### config.mk
export PLATFORM = sky130hd
export DESIGN_NAME = alu_chunked_seq
export DESIGN_NICKNAME = d
export VERILOG_FILES = /design/src/rtl/alu_pkg.sv /design/src/rtl/alu_slice.sv /design/src/rtl/alu_chunked_seq.sv
export SDC_FILE = /design/constraint.sdc
export NUM_CORES = 1
export LEC_CHECK = 0
export BUFFER_PORTS_ARGS = -buffer_cell sky130_fd_sc_hd__buf_2
export CAP_MARGIN = 10
export CORE_ASPECT_RATIO = 1.25
export CORE_MARGIN = 5
export CORE_UTILIZATION = 51
export DETAILED_ROUTE_END_ITERATION = 8
export GPL_ROUTABILITY_DRIVEN = 0
export GPL_TIMING_DRIVEN = 0
export PLACE_DENSITY = 0.73
export SYNTH_ARGS = -nofsm -noshare
export SYNTH_HDL_FRONTEND = slang
export SYNTH_SLANG_ARGS = --single-unit
### constraint.sdc
create_clock -name clk -period 4.75 [get_ports clk]
set_clock_uncertainty 0.2 [all_clocks]
set_input_delay 0.7125 -clock clk [delete_from_list [all_inputs] [get_ports clk]]
set_output_delay 0.7125 -clock clk [all_outputs]
set_load 0.01 [all_outputs]
### src/rtl/alu_pkg.sv
// Shared encodings for the chunked sequential ALU.
// Op codes follow the classic a_invert/b_invert/op cell scheme.
package alu_pkg;

  localparam logic [1:0] OP_AND  = 2'b00;
  localparam logic [1:0] OP_OR   = 2'b01;
  localparam logic [1:0] OP_ADD  = 2'b10;
  localparam logic [1:0] OP_LESS = 2'b11;

  typedef enum logic [1:0] {
    IDLE   = 2'd0,
    RUN    = 2'd1,
    FINISH = 2'd2
  } state_t;

endpackage

### src/rtl/alu_slice.sv
// Combinational CHUNK-bit ripple slice of the ALU.
// Adder path always evaluated so flags exist for every op.
module alu_slice
  import alu_pkg::*;
#(
  parameter int CHUNK = 4
) (
  input  logic [CHUNK-1:0] a,
  input  logic [CHUNK-1:0] b,
  input  logic             a_invert,
  input  logic             b_invert,
  input  logic             cin,
  input  logic [1:0]       op,
  output logic [CHUNK-1:0] y,
  output logic             cout,
  output logic             c_msb_in,
  output logic             sum_msb
);

  logic [CHUNK-1:0] w_a;
  logic [CHUNK-1:0] w_b;
  logic [CHUNK-1:0] w_s;

  assign w_a = a ^ {CHUNK{a_invert}};
  assign w_b = b ^ {CHUNK{b_invert}};

  always_comb begin
    logic c;
    c        = cin;
    w_s      = '0;
    c_msb_in = 1'b0;
    for (int i = 0; i < CHUNK; i++) begin
      w_s[i] = w_a[i] ^ w_b[i] ^ c;
      if (i == CHUNK - 1) c_msb_in = c;
      c = (w_a[i] & w_b[i]) | (c & (w_a[i] ^ w_b[i]));
    end
    cout = c;
  end

  assign sum_msb = w_s[CHUNK-1];

  always_comb begin
    y = '0;
    unique case (1'b1)
      op == OP_AND:  y = w_a & w_b;
      op == OP_OR:   y = w_a | w_b;
      op == OP_ADD:  y = w_s;
      op == OP_LESS: y = '0;
    endcase
  end

endmodule

### src/rtl/alu_chunked_seq.sv
// Multi-cycle ALU: operands captured once, then CHUNK bits per
// cycle through one shared slice with a registered carry.
module alu_chunked_seq
  import alu_pkg::*;
#(
  parameter int WIDTH = 32,
  parameter int CHUNK = 4
) (
  input  logic             clk,
  input  logic             rst_n,
  input  logic             start,
  output logic             ready,
  input  logic [WIDTH-1:0] a,
  input  logic [WIDTH-1:0] b,
  input  logic             a_invert,
  input  logic             b_invert,
  input  logic             carry_in,
  input  logic [1:0]       op,
  output logic [WIDTH-1:0] result,
  output logic             carry_out,
  output logic             overflow,
  output logic             set,
  output logic             zero,
  output logic             done
);

  localparam int N  = WIDTH / CHUNK;
  localparam int IW = (N > 1) ? $clog2(N) : 1;

  state_t           r_state;
  logic [WIDTH-1:0] r_a;
  logic [WIDTH-1:0] r_b;
  logic [WIDTH-1:0] r_shadow;
  logic             r_ainv;
  logic             r_binv;
  logic [1:0]       r_op;
  logic             r_carry;
  logic             r_cmsb;
  logic             r_smsb;
  logic [IW-1:0]    r_idx;
  logic [WIDTH-1:0] r_result;
  logic             r_cout;
  logic             r_ovf;
  logic             r_set;
  logic             r_zero;
  logic             r_done;

  logic [31:0]      w_base;
  logic [CHUNK-1:0] w_ca;
  logic [CHUNK-1:0] w_cb;
  logic [CHUNK-1:0] w_y;
  logic             w_cout;
  logic             w_cmsb;
  logic             w_smsb;
  logic             w_last;
  logic             w_ovf;
  logic             w_set;
  logic [WIDTH-1:0] w_final;

  assign w_base = 32'(r_idx) * 32'(CHUNK);
  assign w_ca   = r_a[w_base +: CHUNK];
  assign w_cb   = r_b[w_base +: CHUNK];
  assign w_last = (r_idx == IW'(N - 1));

  alu_slice #(
    .CHUNK(CHUNK)
  ) u_slice (
    .a        (w_ca),
    .b        (w_cb),
    .a_invert (r_ainv),
    .b_invert (r_binv),
    .cin      (r_carry),
    .op       (r_op),
    .y        (w_y),
    .cout     (w_cout),
    .c_msb_in (w_cmsb),
    .sum_msb  (w_smsb)
  );

  // after the last chunk r_carry holds the carry out of the MSB
  assign w_ovf   = r_cmsb ^ r_carry;
  assign w_set   = r_smsb ^ w_ovf;
  assign w_final = (r_op == OP_LESS) ? WIDTH'(w_set) : r_shadow;

  always_ff @(posedge clk or negedge rst_n) begin
    if (!rst_n) begin
      r_state  <= IDLE;
      r_a      <= '0;
      r_b      <= '0;
      r_shadow <= '0;
      r_ainv   <= 1'b0;
      r_binv   <= 1'b0;
      r_op     <= OP_AND;
      r_carry  <= 1'b0;
      r_cmsb   <= 1'b0;
      r_smsb   <= 1'b0;
      r_idx    <= '0;
      r_result <= '0;
      r_cout   <= 1'b0;
      r_ovf    <= 1'b0;
      r_set    <= 1'b0;
      r_zero   <= 1'b0;
      r_done   <= 1'b0;
    end else begin
      r_done <= 1'b0;
      unique case (r_state)
        IDLE: begin
          if (start) begin
            r_a     <= a;
            r_b     <= b;
            r_ainv  <= a_invert;
            r_binv  <= b_invert;
            r_op    <= op;
            r_carry <= carry_in;
            r_idx   <= '0;
            r_state <= RUN;
          end
        end
        RUN: begin
          r_shadow[w_base +: CHUNK] <= w_y;
          r_carry <= w_cout;
          if (w_last) begin
            r_cmsb  <= w_cmsb;
            r_smsb  <= w_smsb;
            r_state <= FINISH;
          end else begin
            r_idx <= r_idx + 1'b1;
          end
        end
        FINISH: begin
          r_result <= w_final;
          r_cout   <= r_carry;
          r_ovf    <= w_ovf;
          r_set    <= w_set;
          r_zero   <= (w_final == '0);
          r_done   <= 1'b1;
          r_state  <= IDLE;
        end
        default: r_state <= IDLE;
      endcase
    end
  end

  assign ready     = (r_state == IDLE);
  assign result    = r_result;
  assign carry_out = r_cout;
  assign overflow  = r_ovf;
  assign set       = r_set;
  assign zero      = r_zero;
  assign done      = r_done;

endmodule
==> out/metrics.json, run 1 <==
{
  "setup.worst_path.start_class": "flop",
  "worstMarginPinSlew_ns": 0.697,
  "setup_viol_count_final": 0,
  "initial_core_util": 0.516,
  "finalWirelength_um": 13900,
  "cts_max_level": 4,
  "peak_vdd_ir_v": 0.000382,
  "chipWidth_um": 111,
  "die_height_um": 136,
  "p_switching_mw": 2.24,
  "synth-seq-cells": 145,
  "finish.cell_count_without_fillers": 760,
  "placeable_core_area_um2": 12600,
  "achievable-frequency_mhz": 223,
  "tritoncts_num_sinks": 145,
  "first_global_vias": 4632,
  "critical_path.reg2reg.startpoint": "r_idx[1]",
  "mostFrequentLayoutCells": "dfrtp_1, buf_2, mux2_2, a22o_1, clkbuf_16",
  "async_reset_ff_frac": 1.00,
  "power.combinational.fraction": 0.449,
  "fraction_of_power_spent_switching_nets": 0.371,
  "finish.net_count": 667,
  "synth_seq_area_share": 0.558,
  "timing.critical_path.fanout_max": 10,
  "crit_type": "flop to flop",
  "clk_path_buf_depth": 2,
  "synthesis.area_um2": 6510,
  "area.growth.synth_to_final_pct": 20.7,
  "cts_made_buffers": 17,
  "fin_hold_ws_ns": 0.124,
  "dieArea_um2": 15100,
  "drt-initial-drc-count": 103,
  "drt_pass1_iterations": 4,
  "place.detailed.hpwl_um": 10400,
  "cp_data_arrival_time_ns": 4.58,
  "fillCellCount": 970,
  "static_power_due_to_leakage_nw": 3.78,
  "grt_pass1_wl_um": 23600,
  "required_time_at_the_worst_slack_endpoint_ns": 4.85,
  "post-route-period-util": 0.943,
  "synthesis.area_per_instance_um2": 14.5,
  "power.sequential.fraction": 0.346,
  "p_int_mw": 3.80,
  "multi_input_area_um2": 2690,
  "count_of_cells_along_the_worst_register_to_register_path": 16,
  "dpl.cell_count": 728,
  "antennaDiodeCount": 0,
  "power_frac_clock": 0.205,
  "run_status": "completed",
  "clock_insertion_delay_worst_skew_ns": 0.42,
  "yosys.cell_types.count": 41,
  "final_common_cell": "dfrtp_1",
  "detailroute.via_count": 4138,
  "rsz0062_at_grt": "false",
  "critical_path.endpoint_type": "flop",
  "hold_violations_final": 0,
  "grt.overflow.total": 0,
  "worst_hold_path_type": "input pin to asynchronous set/reset pin",
  "period_needed_ns": 4.48,
  "route.detailed.drc": 0,
  "timing.final.max_slew_violations": 0,
  "synthFlopType": "dfrtp_1",
  "grt_start_max_net_pins": 77,
  "synthCells": 450,
  "routed_wire_length_per_instance_um": 18.3,
  "floorplan.io_pins": 110,
  "grt_use_total": 0.197,
  "relSlewSlack": 0.535,
  "layout-drive-gt1-share": 0.458,
  "crit-reg2reg-capture": "r_shadow[31]",
  "cp-endpoint": "r_shadow[31]",
  "clockRootBuffer": "clkbuf_16",
  "max_cap_violations": 0,
  "route.antenna.remaining_nets": 0,
  "power.total_mw": 6.04,
  "pwr_density_cell_nw_per_um2": 769,
  "antenna_found_initial": 0,
  "final.setup.tns_ns": 0,
  "rows": 46,
  "vias_per_cell": 5.44,
  "port-buffer-count": 109,
  "post_synth_net_total": 538,
  "synthesis.yosys.warnings": 0,
  "setup.worst_path.start": "r_idx[1]",
  "clk_pin_slew_ns": 0.06,
  "cts_tree": "done",
  "reg2reg_slack_ns": 0.27,
  "synth_enable_flop_cells": 0,
  "area.sequential_um2": 3630
}
## critical path, cell delays in order, from the launching register on
cell and delay, ns:
dfrtp_1 0.40, buf_2 0.31, buf_4 0.28, mux4_2 0.33, mux2i_1 0.17, xor2_1 0.21
inv_1 0.11, fa_1 0.41, fa_1 0.38, inv_1 0.08, fa_1 0.18, inv_1 0.05
fa_1 0.47, mux2i_1 0.15, o22a_1 0.23, nor2_4 0.08, mux2_1 0.31
## layer usage
layer,vias to the layer above,GRT usage,wire [µm]
li1,1902,-,-
met2,106,0.354,7350
met5,-,0,0
met3,16,0.0485,690
met4,0,0.0690,184
met1,2114,0.232,5650
## cells by family (layout without fill, tap and decap cells)
group	count (synthesis)	after routing	share of synthesized area
multiplexers	126	126	0.246
buffers and inverters	44	186	0.0302
AND/OR/NAND/NOR	52	52	0.0456
AO/OA/AOI/OAI	57	57	0.0696
XOR/XNOR	10	10	0.0156
flip-flops	145	145	0.558
adder cells (fa/ha/maj)	16	16	0.0354
## power by group through the flow
stage / clock network, mW / logic [mW] / registers, mW
2_1_floorplan: 0 / 1.99 / 2.03
4_1_cts: 1.26 / 2.74 / 2.09
3_3_place_gp: 0 / 2.60 / 2.06
3_5_place_dp: 0 / 2.72 / 2.11
5_1_grt: 1.31 / 3.04 / 2.15
6_report: 1.24 / 2.71 / 2.09
## stage by stage
stage               utilization  cell area [µm²]  setup WS [ns]
finish                    0.623             7850          0.273
global route              0.623             7850         0.0261
CTS                       0.622             7850         0.0805
detailed placement        0.579             7300         -0.367
global placement          0.576             7260         -0.229
floorplan                     -             6510          0.635
## final cells by class
cell class	count	share of cell area
Sequential cell	145	0.462
Inverter	17	0.00813
Buffer	26	0.0161
Clock buffer	17	0.0542
Multi-Input combinational cell	261	0.342
Clock inverter	15	0.0155
Timing Repair Buffer	111	0.0747
Tap cell	168	0.0268
## timing repair
action                                 in CTS  in global routing
gates cloned                                0                  0
resized for setup                           2                  2
buffers inserted                            0                  1
endpoints found under the hold margin       0                  0
hold buffers                                0                  0
pin swaps                                   0                  0
setup endpoints to repair                  14                 14
## flip-flops by register name, indices dropped and copies added (netlist names), 2 cells and up
| register | count |
|---|---|
| result | 32 |
| r_op | 2 |
| r_state | 2 |
| r_b | 32 |
| r_shadow | 32 |
| r_a | 32 |
| r_idx | 3 |
## worst min path at each step
stage / end
finish: result[5]
global route: r_op[0]
CTS: result[14]
detailed placement: set
global placement: r_a[15]
floorplan: carry_out
## synth_stat cells (2+ instances only)
cell type / number / area [µm²]
dfrtp_1: 145 / 3630
mux2_2: 86 / 968
a22o_1: 36 / 315
inv_1: 16 / 60.1
mux4_2: 16 / 360
clkbuf_1: 13 / 48.8
ha_1: 12 / 150
nor2_1: 12 / 45.0
mux2i_1: 11 / 110
nand2_1: 11 / 41.3
buf_2: 10 / 50.1
o21ai_0: 10 / 50.1
mux2_1: 9 / 101
nor4_1: 8 / 50.1
xnor2_1: 6 / 52.6
nand2b_1: 5 / 31.3
a21oi_1: 4 / 20.0
fa_1: 4 / 80.1
mux2_4: 4 / 60.1
o22a_1: 3 / 26.3
or4_1: 3 / 22.5
xor2_1: 3 / 26.3
buf_6: 2 / 22.5
nand3_1: 2 / 10.0
nor2_2: 2 / 12.5
nor4_2: 2 / 25.0
Note: power is estimated with default switching activity, not from simulation.
==> run 2: changes to the inputs <==
--- a/config.mk
+++ b/config.mk
@@ -14,6 +14,7 @@
 export GPL_ROUTABILITY_DRIVEN = 0
 export GPL_TIMING_DRIVEN = 0
 export PLACE_DENSITY = 0.73
+export RECOVER_POWER = 100
 export SYNTH_ARGS = -nofsm -noshare
 export SYNTH_HDL_FRONTEND = slang
 export SYNTH_SLANG_ARGS = --single-unit
==> constraint.sdc (replaced) <==
create_clock -name clk -period 4.2 [get_ports clk]
set_clock_uncertainty 0.2 [all_clocks]
set_input_delay 0.63 -clock clk [delete_from_list [all_inputs] [get_ports clk]]
set_output_delay 0.63 -clock clk [all_outputs]
set_load 0.01 [all_outputs]
==> out/metrics.json, run 2 (synthesized netlist as in run 1, its figures left out) <==
{
  "cpPeakStageDelay": {"value": 0.49, "unit": "ns", "change": "+0.02 ns"},
  "post-route-period-util": {"value": 1.03, "change": "+0.0873"},
  "first_global_vias": {"value": 4750, "change": "+2.5%"},
  "finish.cell_count_without_fillers": {"value": 787, "change": "+3.6%"},
  "place.detailed.hpwl": {"value": 10400, "unit": "µm", "change": "unchanged"},
  "period_needed": {"value": 4.33, "unit": "ns", "change": "-0.152 ns"},
  "timing.critical_path.fanout_max": {"value": 7, "change": "-3"},
  "run_status": "finished with violations",
  "p_switching": {"value": 2.85, "unit": "mW", "change": "+27%"},
  "timing.final.max_slew_violations": {"value": 148, "change": "+148"},
  "antenna_found_initial": {"value": 0, "change": "unchanged"},
  "worst_path_max_delay_cell": "fa_1",
  "crit_type": "flop to flop",
  "initial_core_util": {"value": 0.516, "change": "unchanged"},
  "clock_insertion_delay_worst_skew": {"value": 0.42, "unit": "ns", "change": "about the same"},
  "finalWirelength": {"value": 14800, "unit": "µm", "change": "+6.3%"},
  "hold_violations_final": {"value": 0, "change": "unchanged"},
  "route.detailed.drc": {"value": 0, "change": "unchanged"},
  "port-buffer-count": {"value": 109, "change": "unchanged"},
  "achievable-frequency": {"value": 231, "unit": "MHz", "change": "+3.5%"},
  "power.sequential.fraction": {"value": 0.306, "change": "-0.040"},
  "dpl.cell_count": {"value": 728, "change": "unchanged"},
  "layout-drive-gt1-share": {"value": 0.423, "change": "-0.0345"},
  "dpl_cell_area": {"value": 7300, "unit": "µm²", "change": "unchanged"},
  "dieArea": {"value": 15100, "unit": "µm²", "change": "unchanged"},
  "drt_pass1_iterations": {"value": 4, "change": "unchanged"},
  "rsz0062_at_grt": "true",
  "post-route-cell-area": {"value": 8070, "unit": "µm²", "change": "+2.8%"},
  "rows": {"value": 46, "change": "unchanged"},
  "worst_hold_path_type": "input pin to flop",
  "peak_vdd_ir": {"value": 0.000553, "unit": "V", "change": "+45%"},
  "cts_made_buffers": {"value": 17, "change": "unchanged"},
  "tritoncts_num_sinks": {"value": 145, "change": "unchanged"},
  "placeable_core_area": {"value": 12600, "unit": "µm²", "change": "unchanged"},
  "required_time_at_the_worst_slack_endpoint": {"value": 4.29, "unit": "ns", "change": "-0.56 ns"},
  "p_int": {"value": 4.87, "unit": "mW", "change": "+28%"},
  "cts_hold_repair.buffers": {"value": 0, "change": "unchanged"},
  "grt_start_max_net_pins": {"value": 77, "change": "unchanged"},
  "vias_per_cell": {"value": 5.42, "change": "-0.42%"},
  "setup_viol_count_final": {"value": 7, "change": "+7"},
  "cts_max_level": {"value": 4, "change": "unchanged"},
  "fin_util": {"value": 0.640, "change": "+0.0174"},
  "pwr_density_cell": {"value": 956, "unit": "nW/µm²", "change": "+24%"},
  "power.combinational.fraction": {"value": 0.512, "change": "+0.063"},
  "clk_pin_slew": {"value": 0.07, "unit": "ns", "change": "about the same"},
  "fin_hold_ws": {"value": 0.234, "unit": "ns", "change": "+0.109 ns"},
  "routed_wire_length_per_instance": {"value": 18.7, "unit": "µm", "change": "+2.6%"},
  "area.growth.synth_to_final_pct": 24.0,
  "route.antenna.remaining_nets": {"value": 0, "change": "unchanged"},
  "drt-initial-drc-count": {"value": 129, "change": "+25%"},
  "fraction_of_power_spent_switching_nets": {"value": 0.369, "change": "-0.00169"},
  "clk_path_buf_depth": {"value": 2, "change": "unchanged"},
  "grt_pass1_wl": {"value": 24200, "unit": "µm", "change": "+2.4%"},
  "failed_checks": "capacitance limit, slew limit, setup timing",
  "mostFrequentLayoutCells": "dfrtp_1, mux2_2, buf_2, clkbuf_1, a22o_1",
  "cp_data_arrival_time": {"value": 4.42, "unit": "ns", "change": "-0.16 ns"},
  "clockRootBuffer": "clkbuf_16",
  "finish.net_count": {"value": 694, "change": "+4.0%"},
  "relSlewSlack": {"value": -0.214, "change": "-0.749"},
  "static_power_due_to_leakage": {"value": 3.74, "unit": "nW", "change": "-1.1%"},
  "critical_path.endpoint_type": "flop",
  "post-route-worst-setup-slack": {"value": -0.126, "unit": "ns", "change": "-0.398 ns"},
  "final_common_cell": "dfrtp_1",
  "setup.worst_path.start_class": "flop",
  "chipWidth": {"value": 111, "unit": "µm", "change": "unchanged"},
  "worstMarginPinSlew": {"value": 1.82, "unit": "ns", "change": "+1.12 ns"},
  "cts_tree": "done",
  "die_height": {"value": 136, "unit": "µm", "change": "unchanged"},
  "grt.overflow.total": {"value": 0, "change": "unchanged"},
  "detailroute.via_count": {"value": 4267, "change": "+3.1%"},
  "antennaDiodeCount": {"value": 0, "change": "unchanged"},
  "reg2reg_slack": {"value": -0.13, "unit": "ns", "change": "-0.40 ns"},
  "power_frac_clock": {"value": 0.182, "change": "-0.023"},
  "grt_use_total": {"value": 0.202, "change": "+0.00500"},
  "floorplan.io_pins": {"value": 110, "change": "unchanged"},
  "max_cap_violations": {"value": 2, "change": "+2"},
  "crit_chain": "buf_12, buf_8, mux4_2, mux2i_1, xor2_1, inv_2, fa_2, fa_2, inv_2, fa_2, inv_2, fa_1, mux2i_1, o22a_1, nor2_4, mux2_4"
}
==> run 2: critical path, delay by kind of cell (launching register included) <==
kind            cells  cell delay [ns]
mux                 4             1.12
buf+inv             5             0.44
compound gates      1             0.23
flops               1             0.39
fa+ha+maj           4             1.45
xor+xnor            1             0.25
simple gates        1             0.09
==> run 2: repair_timing <==
item	4_1_cts	5_1_grt
endpoints found under the setup margin	25	22
setup buffers	24	3
resized for setup	23	13
hold endpoints to repair	0	0
pin swaps	3	3
==> run 2: cell type report <==
class	instances	area (µm²)
fill	959	4530
sequential	145	3630
multi-input combinational	261	2750
timing repair buffer	137	717
clock buffer	17	425
tap	168	210
buffer	27	150
clock inverter	15	121
inverter	17	63.8
==> run 2: worst paths after layout <==
kind | start | end | depth (start not counted)
worst min-delay path | a[13] | r_a[13] | 2
worst max register to register | r_idx[0] | r_shadow[15] | 16
worst min register to register | set | set | 2
min in group asynchronous | rst_n | zero | 1
max in group asynchronous | rst_n | r_b[11] | 2
worst max-delay path | r_idx[0] | r_shadow[15] | 16
==> run 2: power by group through the flow <==
stage	clock, mW	sequential, mW	combinational (mW)
3_5_place_dp	0	2.39	3.07
4_1_cts	1.43	2.36	3.73
5_1_grt	1.48	2.43	4.30
6_report	1.40	2.36	3.95
2_1_floorplan	0	2.30	2.25
3_3_place_gp	0	2.33	2.94
==> run 2: metrics by stage <==
stage,total power [mW],setup TNS [ns],setup slack [ns]
3_5_place_dp,5.46,-11.94,-0.917
3_3_place_gp,5.27,-10.36,-0.779
5_1_grt,8.22,-5.00,-0.283
4_1_cts,7.51,-0.0517,-0.0187
6_report,7.72,-0.814,-0.126
2_1_floorplan,4.55,0,0.0847
==> run 2: routing by layer <==
layer  up-vias  track usage  wire (µm)
met2       105        0.366       7810
met4         0       0.0683        173
li1       1971            -          -
met5         -            0          0
met1      2176        0.238       6030
met3        15       0.0472        735
